### src/rtl/rv_isa_pkg.sv
// Shared RV32I encoding constants for the instruction encoder:
// opcodes, fixed funct fields, the request-kind enumeration, the HALT word
// and the encoder FSM state type.
package rv_isa_pkg;

  localparam logic [6:0] OPC_LOAD   = 7'b0000011;
  localparam logic [6:0] OPC_STORE  = 7'b0100011;
  localparam logic [6:0] OPC_OP     = 7'b0110011;
  localparam logic [6:0] OPC_BRANCH = 7'b1100011;
  localparam logic [6:0] OPC_OP_IMM = 7'b0010011;
  localparam logic [6:0] OPC_JAL    = 7'b1101111;
  localparam logic [6:0] OPC_JALR   = 7'b1100111;
  localparam logic [6:0] OPC_LUI    = 7'b0110111;

  localparam logic [2:0] F3_WORD    = 3'b010;
  localparam logic [2:0] F3_JALR    = 3'b000;
  localparam logic [6:0] F7_SUB     = 7'b0100000;
  localparam logic [6:0] F7_ZERO    = 7'b0000000;

  // The all-zero word is an illegal RV32I instruction and marks end of program.
  localparam logic [31:0] HALT_WORD = 32'h0000_0000;

  typedef enum logic [3:0] {
    KIND_LW   = 4'd0,
    KIND_SW   = 4'd1,
    KIND_RT   = 4'd2,
    KIND_BT   = 4'd3,
    KIND_IT   = 4'd4,
    KIND_JAL  = 4'd5,
    KIND_JALR = 4'd6,
    KIND_LUI  = 4'd7,
    KIND_HALT = 4'd8
  } req_kind_e;

  typedef enum logic [1:0] {
    ST_IDLE   = 2'd0,
    ST_ACCEPT = 2'd1,
    ST_WRITE  = 2'd2,
    ST_DONE   = 2'd3
  } enc_state_e;

endpackage

### src/rtl/instr_pack.sv
// Combinational packer: request kind plus register/immediate fields into a
// 32-bit RV32I word. All immediate bit-slicing lives here; fields a format
// does not use are left at zero. Unknown kinds produce the HALT word.
module instr_pack (
  input  logic [3:0]  kind,
  input  logic [2:0]  funct3,
  input  logic        sub,
  input  logic [4:0]  rd,
  input  logic [4:0]  rs1,
  input  logic [4:0]  rs2,
  input  logic [31:0] imm,
  output logic [31:0] word
);
  import rv_isa_pkg::*;

  // Select the instruction format for the requested kind and assemble its fields
  always_comb begin
    word = HALT_WORD;
    case (kind)
      KIND_LW:   word = {imm[11:0], rs1, F3_WORD, rd, OPC_LOAD};
      KIND_SW:   word = {imm[11:5], rs2, rs1, F3_WORD, imm[4:0], OPC_STORE};
      KIND_RT:   word = {(sub ? F7_SUB : F7_ZERO), rs2, rs1, funct3, rd, OPC_OP};
      KIND_BT:   word = {imm[12], imm[10:5], rs2, rs1, funct3, imm[4:1], imm[11], OPC_BRANCH};
      KIND_IT:   word = {imm[11:0], rs1, funct3, rd, OPC_OP_IMM};
      KIND_JAL:  word = {imm[20], imm[10:1], imm[11], imm[19:12], rd, OPC_JAL};
      KIND_JALR: word = {imm[11:0], rs1, F3_JALR, rd, OPC_JALR};
      KIND_LUI:  word = {imm[31:12], rd, OPC_LUI};
      KIND_HALT: word = HALT_WORD;
      default:   word = HALT_WORD;
    endcase
  end

endmodule

### src/rtl/instr_encoder.sv
// Instruction encoder: accepts one request at a time, encodes it and writes
// it to instruction memory at an incrementing word address. A session opens
// on start and closes on HALT or on address overflow (which writes HALT and
// raises err). The counter saturates, never wrapping within a session.
// Optional build macro ENC_CHECK_EN adds field-legality checks: an illegal
// request sets err, is not written, and leaves state and counter unchanged.
module instr_encoder #(
  parameter int ADDR_W    = 10,
  parameter int BASE_ADDR = 0
) (
  input  logic              clk,
  input  logic              rst_n,
  input  logic              start,
  input  logic              req_valid,
  output logic              req_ready,
  input  logic [3:0]        req_kind,
  input  logic [2:0]        funct3,
  input  logic              sub,
  input  logic [4:0]        rd,
  input  logic [4:0]        rs1,
  input  logic [4:0]        rs2,
  input  logic [31:0]       imm,
  output logic              mem_we,
  output logic [ADDR_W-1:0] mem_addr,
  output logic [31:0]       mem_wdata,
  output logic              busy,
  output logic              done,
  output logic              err
);
  import rv_isa_pkg::*;

  localparam logic [ADDR_W-1:0] BASE_A = ADDR_W'(BASE_ADDR);
  localparam logic [ADDR_W-1:0] LAST_A = {ADDR_W{1'b1}};

  enc_state_e        state_q, state_d;
  logic [ADDR_W-1:0] cnt_q, cnt_d;
  logic [31:0]       word_q, word_d;
  logic              halt_q, halt_d;
  logic              err_q, err_d;
  logic              req_ready_q, req_ready_d;
  logic              mem_we_q, mem_we_d;
  logic              busy_q, busy_d;
  logic              done_q, done_d;
  logic [31:0]       packed_s;
  logic              reject_s;
  logic              overflow_s;

  instr_pack u_pack (
    .kind   (req_kind),
    .funct3 (funct3),
    .sub    (sub),
    .rd     (rd),
    .rs1    (rs1),
    .rs2    (rs2),
    .imm    (imm),
    .word   (packed_s)
  );

  // A non-HALT request arriving at the last address cannot be stored and still leave room for HALT
  assign overflow_s = (cnt_q == LAST_A) && (req_kind != KIND_HALT);

`ifdef ENC_CHECK_EN
  function automatic logic alu_f3_ok(input logic [2:0] f3);
    case (f3)
      3'b000, 3'b010, 3'b100, 3'b110, 3'b111: alu_f3_ok = 1'b1;
      default:                                alu_f3_ok = 1'b0;
    endcase
  endfunction

  function automatic logic br_f3_ok(input logic [2:0] f3);
    case (f3)
      3'b000, 3'b001, 3'b100, 3'b101: br_f3_ok = 1'b1;
      default:                        br_f3_ok = 1'b0;
    endcase
  endfunction

  // Flag requests whose fields are not legal for their kind
  always_comb begin
    reject_s = 1'b0;
    case (req_kind)
      KIND_RT: reject_s = !alu_f3_ok(funct3) || (sub && (funct3 != 3'b000));
      KIND_IT: reject_s = !alu_f3_ok(funct3);
      KIND_BT: reject_s = !br_f3_ok(funct3) || imm[0];
      default: reject_s = 1'b0;
    endcase
  end
`else
  assign reject_s = 1'b0;
`endif

  // State register plus registered output strobes, synchronous active-low reset
  always_ff @(posedge clk) begin
    if (!rst_n) begin
      state_q     <= ST_IDLE;
      req_ready_q <= 1'b0;
      mem_we_q    <= 1'b0;
      busy_q      <= 1'b0;
      done_q      <= 1'b0;
    end else begin
      state_q     <= state_d;
      req_ready_q <= req_ready_d;
      mem_we_q    <= mem_we_d;
      busy_q      <= busy_d;
      done_q      <= done_d;
    end
  end

  // Next-state logic
  always_comb begin
    state_d = state_q;
    case (state_q)
      ST_IDLE:   if (start) state_d = ST_ACCEPT; else state_d = ST_IDLE;
      ST_ACCEPT: if (req_valid && !reject_s) state_d = ST_WRITE; else state_d = ST_ACCEPT;
      ST_WRITE:  if (halt_q) state_d = ST_DONE; else state_d = ST_ACCEPT;
      ST_DONE:   if (start) state_d = ST_ACCEPT; else state_d = ST_DONE;
      default:   state_d = ST_IDLE;
    endcase
  end

  // Output decode from the next state so the registered strobes line up with the state
  always_comb begin
    req_ready_d = 1'b0;
    mem_we_d    = 1'b0;
    busy_d      = 1'b0;
    done_d      = 1'b0;
    case (state_d)
      ST_ACCEPT: begin req_ready_d = 1'b1; busy_d = 1'b1; end
      ST_WRITE:  begin mem_we_d    = 1'b1; busy_d = 1'b1; end
      ST_DONE:   done_d = 1'b1;
      default:   done_d = 1'b0;
    endcase
  end

  // Datapath next values: address counter, captured word, end-of-session and error flags
  always_comb begin
    cnt_d  = cnt_q;
    word_d = word_q;
    halt_d = halt_q;
    err_d  = err_q;
    case (state_q)
      ST_IDLE, ST_DONE: begin
        if (start) begin
          cnt_d  = BASE_A;
          halt_d = 1'b0;
          err_d  = 1'b0;
        end else begin
          cnt_d  = cnt_q;
        end
      end
      ST_ACCEPT: begin
        if (!req_valid) begin
          word_d = word_q;
        end else if (reject_s) begin
          err_d  = 1'b1;
        end else if (overflow_s) begin
          word_d = HALT_WORD;
          halt_d = 1'b1;
          err_d  = 1'b1;
        end else begin
          word_d = packed_s;
          halt_d = (req_kind == KIND_HALT);
        end
      end
      ST_WRITE: begin
        if (cnt_q != LAST_A) cnt_d = cnt_q + ADDR_W'(1); else cnt_d = cnt_q;
      end
      default: cnt_d = cnt_q;
    endcase
  end

  // Datapath registers
  always_ff @(posedge clk) begin
    if (!rst_n) begin
      cnt_q  <= BASE_A;
      word_q <= 32'h0000_0000;
      halt_q <= 1'b0;
      err_q  <= 1'b0;
    end else begin
      cnt_q  <= cnt_d;
      word_q <= word_d;
      halt_q <= halt_d;
      err_q  <= err_d;
    end
  end

  assign req_ready = req_ready_q;
  assign mem_we    = mem_we_q;
  assign mem_addr  = cnt_q;
  assign mem_wdata = word_q;
  assign busy      = busy_q;
  assign done      = done_q;
  assign err       = err_q;

endmodule

### config.mk
export PLATFORM = sky130hd
export DESIGN_NAME = instr_encoder
export DESIGN_NICKNAME = d
export VERILOG_FILES = /design/src/rtl/rv_isa_pkg.sv /design/src/rtl/instr_pack.sv /design/src/rtl/instr_encoder.sv
export SDC_FILE = /design/constraint.sdc
export NUM_CORES = 1
export LEC_CHECK = 0
export CAP_MARGIN = 20
export CORE_MARGIN = 1
export CORE_UTILIZATION = 45
export DETAILED_ROUTE_END_ITERATION = 7
export PLACE_DENSITY = 0.84
export SLEW_MARGIN = 20
export SYNTH_ARGS = -nofsm -noshare
export SYNTH_HDL_FRONTEND = slang
export SYNTH_SLANG_ARGS = --single-unit
export TNS_END_PERCENT = 1
### constraint.sdc
create_clock -name clk -period 2.6 [get_ports clk]
set_input_delay 0.52 -clock clk [delete_from_list [all_inputs] [get_ports clk]]
set_output_delay 0.52 -clock clk [all_outputs]
set_load 0.01 [all_outputs]
==> results.py, run 1 <==
metrics = {
    "outcome": {
        "status": "complete, no violations",
    },
    "detailed_routing": {
        "drt_wl_total_mm": 7.32,
        "firstDrtPassIters": 5,
        "ant_nets": 0,
        "drcViolationCount": 0,
        "drtIter0Drc": 298,
        "via_per_inst": 5.61,
        "wl_per_cell_um": 15.3,
        "via_count": 2686,
    },
    "floorplanning": {
        "die_area_mm2": 0.00601,
        "rows": 27,
        "ios": 106,
        "core_mm2": 0.00551,
        "initial_utilization": 0.466,
        "die_x_um": 77.5,
        "die_y_um": 77.5,
    },
    "global_routing": {
        "grt_pass1_vias": 2541,
        "grt.total_usage": 0.252,
        "grt_pass1_wl_mm": 12.2,
        "grt.overflow.total": 0,
        "antenna_found_initial": 0,
        "grt_max_degree": 29,
    },
    "setup_path": {
        "crit_family": "compound AO/OA/AOI/OAI gates",
        "crit_end": "mem_addr[1]",
        "r2r_end": "mem_addr[1]",
        "critical_path.max_stage_delay_ns": 0.49,
        "cp_slowest_cell": "ha_1",
        "crit_fanout": 16,
        "crit_buf_inv": 1,
        "startpoint": "state_q[0]",
        "rr_worst_depth": 6,
        "cp_cell_sequence": "inv_1 > ha_1 > mux2i_1 > a41oi_1 > nand4_1 > o21ai_0",
        "criticalPathCategory": "flop to flop",
        "cp-end-kind": "flop",
        "rr_startpoint": "state_q[0]",
        "required_ns": 2.82,
        "crit_arrival_ns": 2.27,
        "path_depth": 6,
        "reg2reg_slack_ns": 0.55,
        "crit_path_start_kind": "flop",
    },
    "logic_synthesis": {
        "synth_largest_area_cell": "dfxtp_1",
        "synth_top_cell_area_share": 0.382,
        "avgSynthCellArea_um2": 8.47,
        "syn_inst": 303,
        "synth-main-ff-cell": "dfxtp_1",
        "yosys_warnings": 0,
        "synth-edff-count": 0,
        "synth.ff_latch_count": 49,
        "async_flop_share": 0,
        "yosysUniqueCellTypes": 50,
        "yosysSeqAreaShare": 0.382,
        "synth_fp_nets": 370,
        "synth_area_mm2": 0.00257,
        "synth.area.top_cells": "dfxtp_1 38%, nand2_1 6.0%, mux2i_1 5.5%, ha_1 3.9%, o21ai_1 3.9%",
    },
    "clock_tree": {
        "htreeDepth": 2,
        "path_clk_slew_ns": 0.09,
        "cts-hold-fix-buffers": 0,
        "clock_sinks": 49,
        "clock_latency_ns": 0.30,
        "post_cts_resized": 0,
        "cts_tree": "built",
        "post_cts_buffers": 0,
        "cts_buffer_depth": 2,
        "cts_root_buffer": "clkbuf_8",
        "numCtsBuffers": 5,
    },
    "timing": {
        "fmax_mhz": 487,
        "hold_viol_final": 0,
        "tightest_slew_ns": 0.522,
        "fin_crit_ns": 2.05,
        "setup_ws_ns": 0.547,
        "report.final.slew_viol_count": 0,
        "max_slew_margin": 0.652,
        "fin_crit_sh": 0.790,
        "finalSetupViolations": 0,
        "tns_ns": 0,
        "finalClockSkew_ns": 0.00744,
        "rsz0062_at_grt": "false",
    },
    "placed_design": {
        "routabilityCongestion": 0.892,
        "pre_cts_slack_ns": 0.449,
        "dp_hpwl_mm": 5.53,
        "portBuffers": 105,
    },
    "hold_path": {
        "hold_path_class": "flop to flop",
    },
    "pwr": {
        "leakage_nw": 1.44,
        "power.density_mw_per_mm2": 400,
        "ir_drop_mv": 0.212,
    },
    "layout": {
        "n_antenna_cell": 0,
        "drive_above_1_share": 0.0614,
        "layout_common_cells": "105 x clkdlybuf4s50_1, 49 x dfxtp_1, 41 x nand2_1, 20 x o21ai_1, 16 x o21ai_0",
        "nets": 473,
        "synthToLayoutAreaGrowth_pct": 47.6,
        "final_common_cell": "clkdlybuf4s50_1",
    },
    "run": {
        "cap_viol_max_count": 0,
    },
}
## Yosys cell counts, types with 3 or more instances
master,instances
a21oi_1,9
nand2b_1,8
a22oi_1,8
nand4_1,4
nand3_1,5
a31oi_1,4
nor3_1,3
ha_1,8
and2_1,6
buf_2,10
a311oi_1,3
a2bb2oi_1,4
a22o_1,9
nor2b_1,4
a32o_1,6
clkbuf_1,9
nand2_1,41
o22ai_1,5
o21ai_1,20
o21ai_0,16
nor2_1,14
inv_1,8
mux2i_1,14
dfxtp_1,49
and3_1,5
## where the power goes
part	internal, W	switching [W]
clock	0.000186	0.000259
combinational	0.000168	0.000132
sequential	0.000763	0.00000685
total	0.00112	0.000398
## layout make-up
type | instances | area (um^2)
multi-input combinational | 225 | 1460
inverter | 8 | 30.0
clock buffer | 5 | 68.8
fill | 443 | 1720
timing repair buffer | 117 | 1140
tap | 72 | 90.1
clock inverter | 3 | 17.5
sequential | 49 | 981
## routing by layer
layer  wire (um)  GRT usage  vias up
met1        3050      0.311     1237
met3         545     0.0435       16
li1            -          -     1314
met5           0          0        -
met2        3610      0.445      119
met4         113     0.0736        0
## state kept, by name (all words and copies together), names as in the netlist
| name | count |
|---|---|
| req_ready | 1 |
| mem_addr | 10 |
| busy | 1 |
| state_q | 2 |
| err | 1 |
| halt_q | 1 |
| mem_wdata | 31 |
| mem_we | 1 |
| done | 1 |
## per-stage QoR
step / util / total power [W] / cells / area [um^2] / hold WS, ns
6_report: 0.688 / 0.00152 / 479 / 3790 / 0.452
5_1_grt: 0.688 / 0.00159 / 479 / 3790 / 0.476
4_1_cts: 0.688 / 0.00153 / 479 / 3790 / 0.454
3_5_place_dp: 0.673 / 0.00109 / 471 / 3700 / 0.442
3_3_place_gp: 0.673 / 0.00108 / 471 / 3700 / 0.435
2_1_floorplan: - / 0.000926 / 303 / 2570 / 0.440
## cell families (layout without fill, tap and decap cells)
group | after synthesis | in the layout | share of synthesized area
xor gates and xnor gates | 1 | 1 | 0.00341
adders and majority gates | 9 | 9 | 0.0429
buffers and inverters | 29 | 133 | 0.0487
and+or+nand+nor | 100 | 100 | 0.197
DFF | 49 | 49 | 0.382
muxes | 14 | 14 | 0.0546
AOI/OAI and AO/OA | 101 | 101 | 0.271
## worst min-delay path by stage
stage,startpoint,depth (start not counted),to
after floorplan,halt_q,2,halt_q
after global routing,mem_wdata[5],2,mem_wdata[5]
after CTS,mem_wdata[26],2,mem_wdata[26]
final,mem_wdata[15],2,mem_wdata[15]
after detailed placement,mem_wdata[26],2,mem_wdata[26]
after global placement,mem_wdata[8],2,mem_wdata[8]
## worst reg2reg max path: cells and delay by family, from the launching register on
| family | cells | cell delay (ns) |
|---|---|---|
| AOI/OAI and AO/OA | 2 | 0.60 |
| adders and majority gates | 1 | 0.49 |
| DFF | 1 | 0.34 |
| muxes | 1 | 0.31 |
| and+or+nand+nor | 1 | 0.15 |
| buffers and inverters | 1 | 0.09 |
No activity file was read; power rests on OpenSTA's default activity.
==> inputs of run 2 (changes only) <==
Settings changed: CORE_UTILIZATION 45 to 39, PLACE_DENSITY 0.84 to 0.77.
Clock period 2.6 ns to 1.8 ns, I/O delays scaled along.
==> run 2 against run 1 <==
Against the previous run: power increased by 59%; register-to-register slack got worse by 0.44 ns; cell count increased by 6.3%; clock skew is 0.0034 ns higher; critical path depth shrank 4; core utilization shrank 4.8 points; non-clock buffer count rose by 25; clock-buffer cell count is 2 higher; die area grew 15%; critical path type is now flop to output pin; critical endpoint is now mem_addr[2]; highest routed layer unchanged.
==> results.py, run 2 (synthesis results as in run 1) <==
metrics = {
    "layout": {
        "largest_register_ffs": 31,
        "stdcell_area_mm2": 0.00406,
        "nets": 498,
        "ff_latch_area_um2": 983,
        "multi_input_area_mm2": 0.00148,
        "layout_common_cells": "105 x clkdlybuf4s50_1, 47 x dfxtp_1, 40 x nand2_1, 35 x buf_4, 20 x o21ai_1",
        "synthToLayoutAreaGrowth_pct": 58.3,
        "fillers": 536,
        "final_common_cell": "clkdlybuf4s50_1",
        "fin_util": 0.640,
        "drive_above_1_share": 0.132,
        "n_antenna_cell": 0,
    },
    "timing": {
        "holdWs_ns": 0.450,
        "report.final.slew_viol_count": 0,
        "finalSetupViolations": 0,
        "max_slew_margin": 0.716,
        "rsz0062_at_grt": "false",
        "fin_crit_ns": 1.74,
        "hold_viol_final": 0,
        "finalClockSkew_ns": 0.0109,
        "tightest_slew_ns": 0.423,
        "fin_crit_sh": 0.965,
        "fmax_mhz": 576,
    },
    "floorplanning": {
        "rows": 29,
        "initial_utilization": 0.404,
        "die_y_um": 83.1,
        "core_mm2": 0.00635,
        "die_area_mm2": 0.00691,
        "ios": 106,
        "die_x_um": 83.1,
    },
    "setup_path": {
        "cp_slowest_cell": "clkdlybuf4s50_1",
        "path_depth": 2,
        "crit_path_start_kind": "flop",
        "critical_path.max_stage_delay_ns": 0.54,
        "r2r_end": "mem_wdata[30]",
        "crit_family": "buffers and inverters",
        "cp_cell_sequence": "buf_4 > clkdlybuf4s50_1",
        "required_ns": 1.44,
        "rr_startpoint": "mem_addr[1]",
        "cp-end-kind": "output pin",
        "criticalPathCategory": "flop to output pin",
        "crit_buf_inv": 2,
        "crit_arrival_ns": 1.38,
        "rr_worst_depth": 5,
        "reg2reg_slack_ns": 0.11,
        "crit_fanout": 7,
    },
    "clock_tree": {
        "path_clk_slew_ns": 0.09,
        "cts-hold-fix-buffers": 0,
        "htreeDepth": 2,
        "cts_buffer_depth": 2,
        "cts_root_buffer": "clkbuf_8",
        "clock_latency_ns": 0.31,
        "numCtsBuffers": 5,
        "clock_sinks": 49,
        "cts_tree": "built",
    },
    "hold_path": {
        "whs_path_depth": 2,
        "min_from": "mem_wdata[10]",
        "min_delay_worst_endpoint": "mem_wdata[10]",
        "hold_path_class": "flop to flop",
    },
    "placed_design": {
        "dp_hpwl_mm": 5.64,
        "portBuffers": 105,
        "placed_area_mm2": 0.00389,
        "routabilityCongestion": 0.897,
    },
    "global_routing": {
        "grt_pass1_wl_mm": 12.3,
        "antenna_found_initial": 0,
        "grt_max_degree": 29,
        "grt_pass1_vias": 2611,
        "grt.total_usage": 0.215,
        "grt.overflow.total": 0,
    },
    "pwr": {
        "power_switching_w": 0.000582,
        "ir_drop_mv": 0.330,
        "p_comb_frac": 0.198,
        "p_seq_frac": 0.460,
        "pwr-share-clk": 0.342,
        "swShare": 0.241,
        "power.density_mw_per_mm2": 594,
        "leakage_nw": 1.59,
        "power.internal_w": 0.00183,
        "power_w": 0.00241,
    },
    "detailed_routing": {
        "ant_nets": 0,
        "via_count": 2759,
        "wl_per_cell_um": 14.8,
        "drtIter0Drc": 137,
        "drt_wl_total_mm": 7.53,
        "via_per_inst": 5.42,
        "drcViolationCount": 0,
        "firstDrtPassIters": 4,
    },
    "run": {
        "cap_viol_max_count": 0,
    },
    "outcome": {
        "status": "complete, no violations",
    },
}
-- run 2: changes by cell type in the layout (fill, tap and decap cells not counted), sizes merged --
cell      delta
clkinvlp     -1
buf         +25
clkinv       -2
clkbuf       +2
bufinv       +1
-- run 2: worst max-delay path by stage --
stage / from / to / slack, ns
after floorplan: state_q[0] / req_ready / 0.11
after global placement: req_kind[1] / mem_wdata[21] / -0.07
after detailed placement: req_kind[2] / mem_wdata[30] / -0.08
after CTS: state_q[0] / mem_addr[4] / 0.02
after global routing: state_q[1] / err / 0.004
final: mem_addr[2] / mem_addr[2] / 0.06
-- run 2: layout make-up --
type	instances	share of cell area
clock buffer	7	0.0212
clock inverter	1	0.00739
inverter	8	0.00739
multi-input combinational	225	0.365
sequential	49	0.242
tap	77	0.0237
timing repair buffer	142	0.333
-- run 2: per-stage QoR --
step,cells,worst slack (ns),TNS [ns]
2_1_floorplan,303,0.114,0
3_3_place_gp,497,-0.0691,-0.522
3_5_place_dp,497,-0.0834,-0.721
4_1_cts,505,0.0238,0
5_1_grt,509,0.00373,0
6_report,509,0.0637,0
-- run 2: per-layer routing --
metal / wire length (um) / global-route usage / part of all wire / vias up
met5: 0 / 0 / 0 / -
met4: 65 / 0.0423 / 0.0086 / 0
met3: 460 / 0.0417 / 0.061 / 6
met2: 3720 / 0.383 / 0.49 / 107
met1: 3290 / 0.268 / 0.44 / 1275
li1: - / - / - / 1371
-- run 2: repair_timing --
action	CTS	global route
setup endpoints to repair	2	10
setup buffers	0	4
gates resized for setup	2	6
pin swaps	0	1
-- run 2: power groups by stage --
stage | sequential, W | combinational (W) | clock, W
5_1_grt | 0.00111 | 0.000513 | 0.000900
6_report | 0.00111 | 0.000478 | 0.000825
3_5_place_dp | 0.00114 | 0.000460 | 0
3_3_place_gp | 0.00114 | 0.000456 | 0
4_1_cts | 0.00111 | 0.000464 | 0.000847
2_1_floorplan | 0.00114 | 0.000193 | 0
-- run 2: worst reg2reg max path: cells and delay by family, from the launching register on --
family	cells	cell delay [ns]
simple gates	2	0.67
fa+ha+maj	1	0.20
compound gates	2	0.41
flops	1	0.35
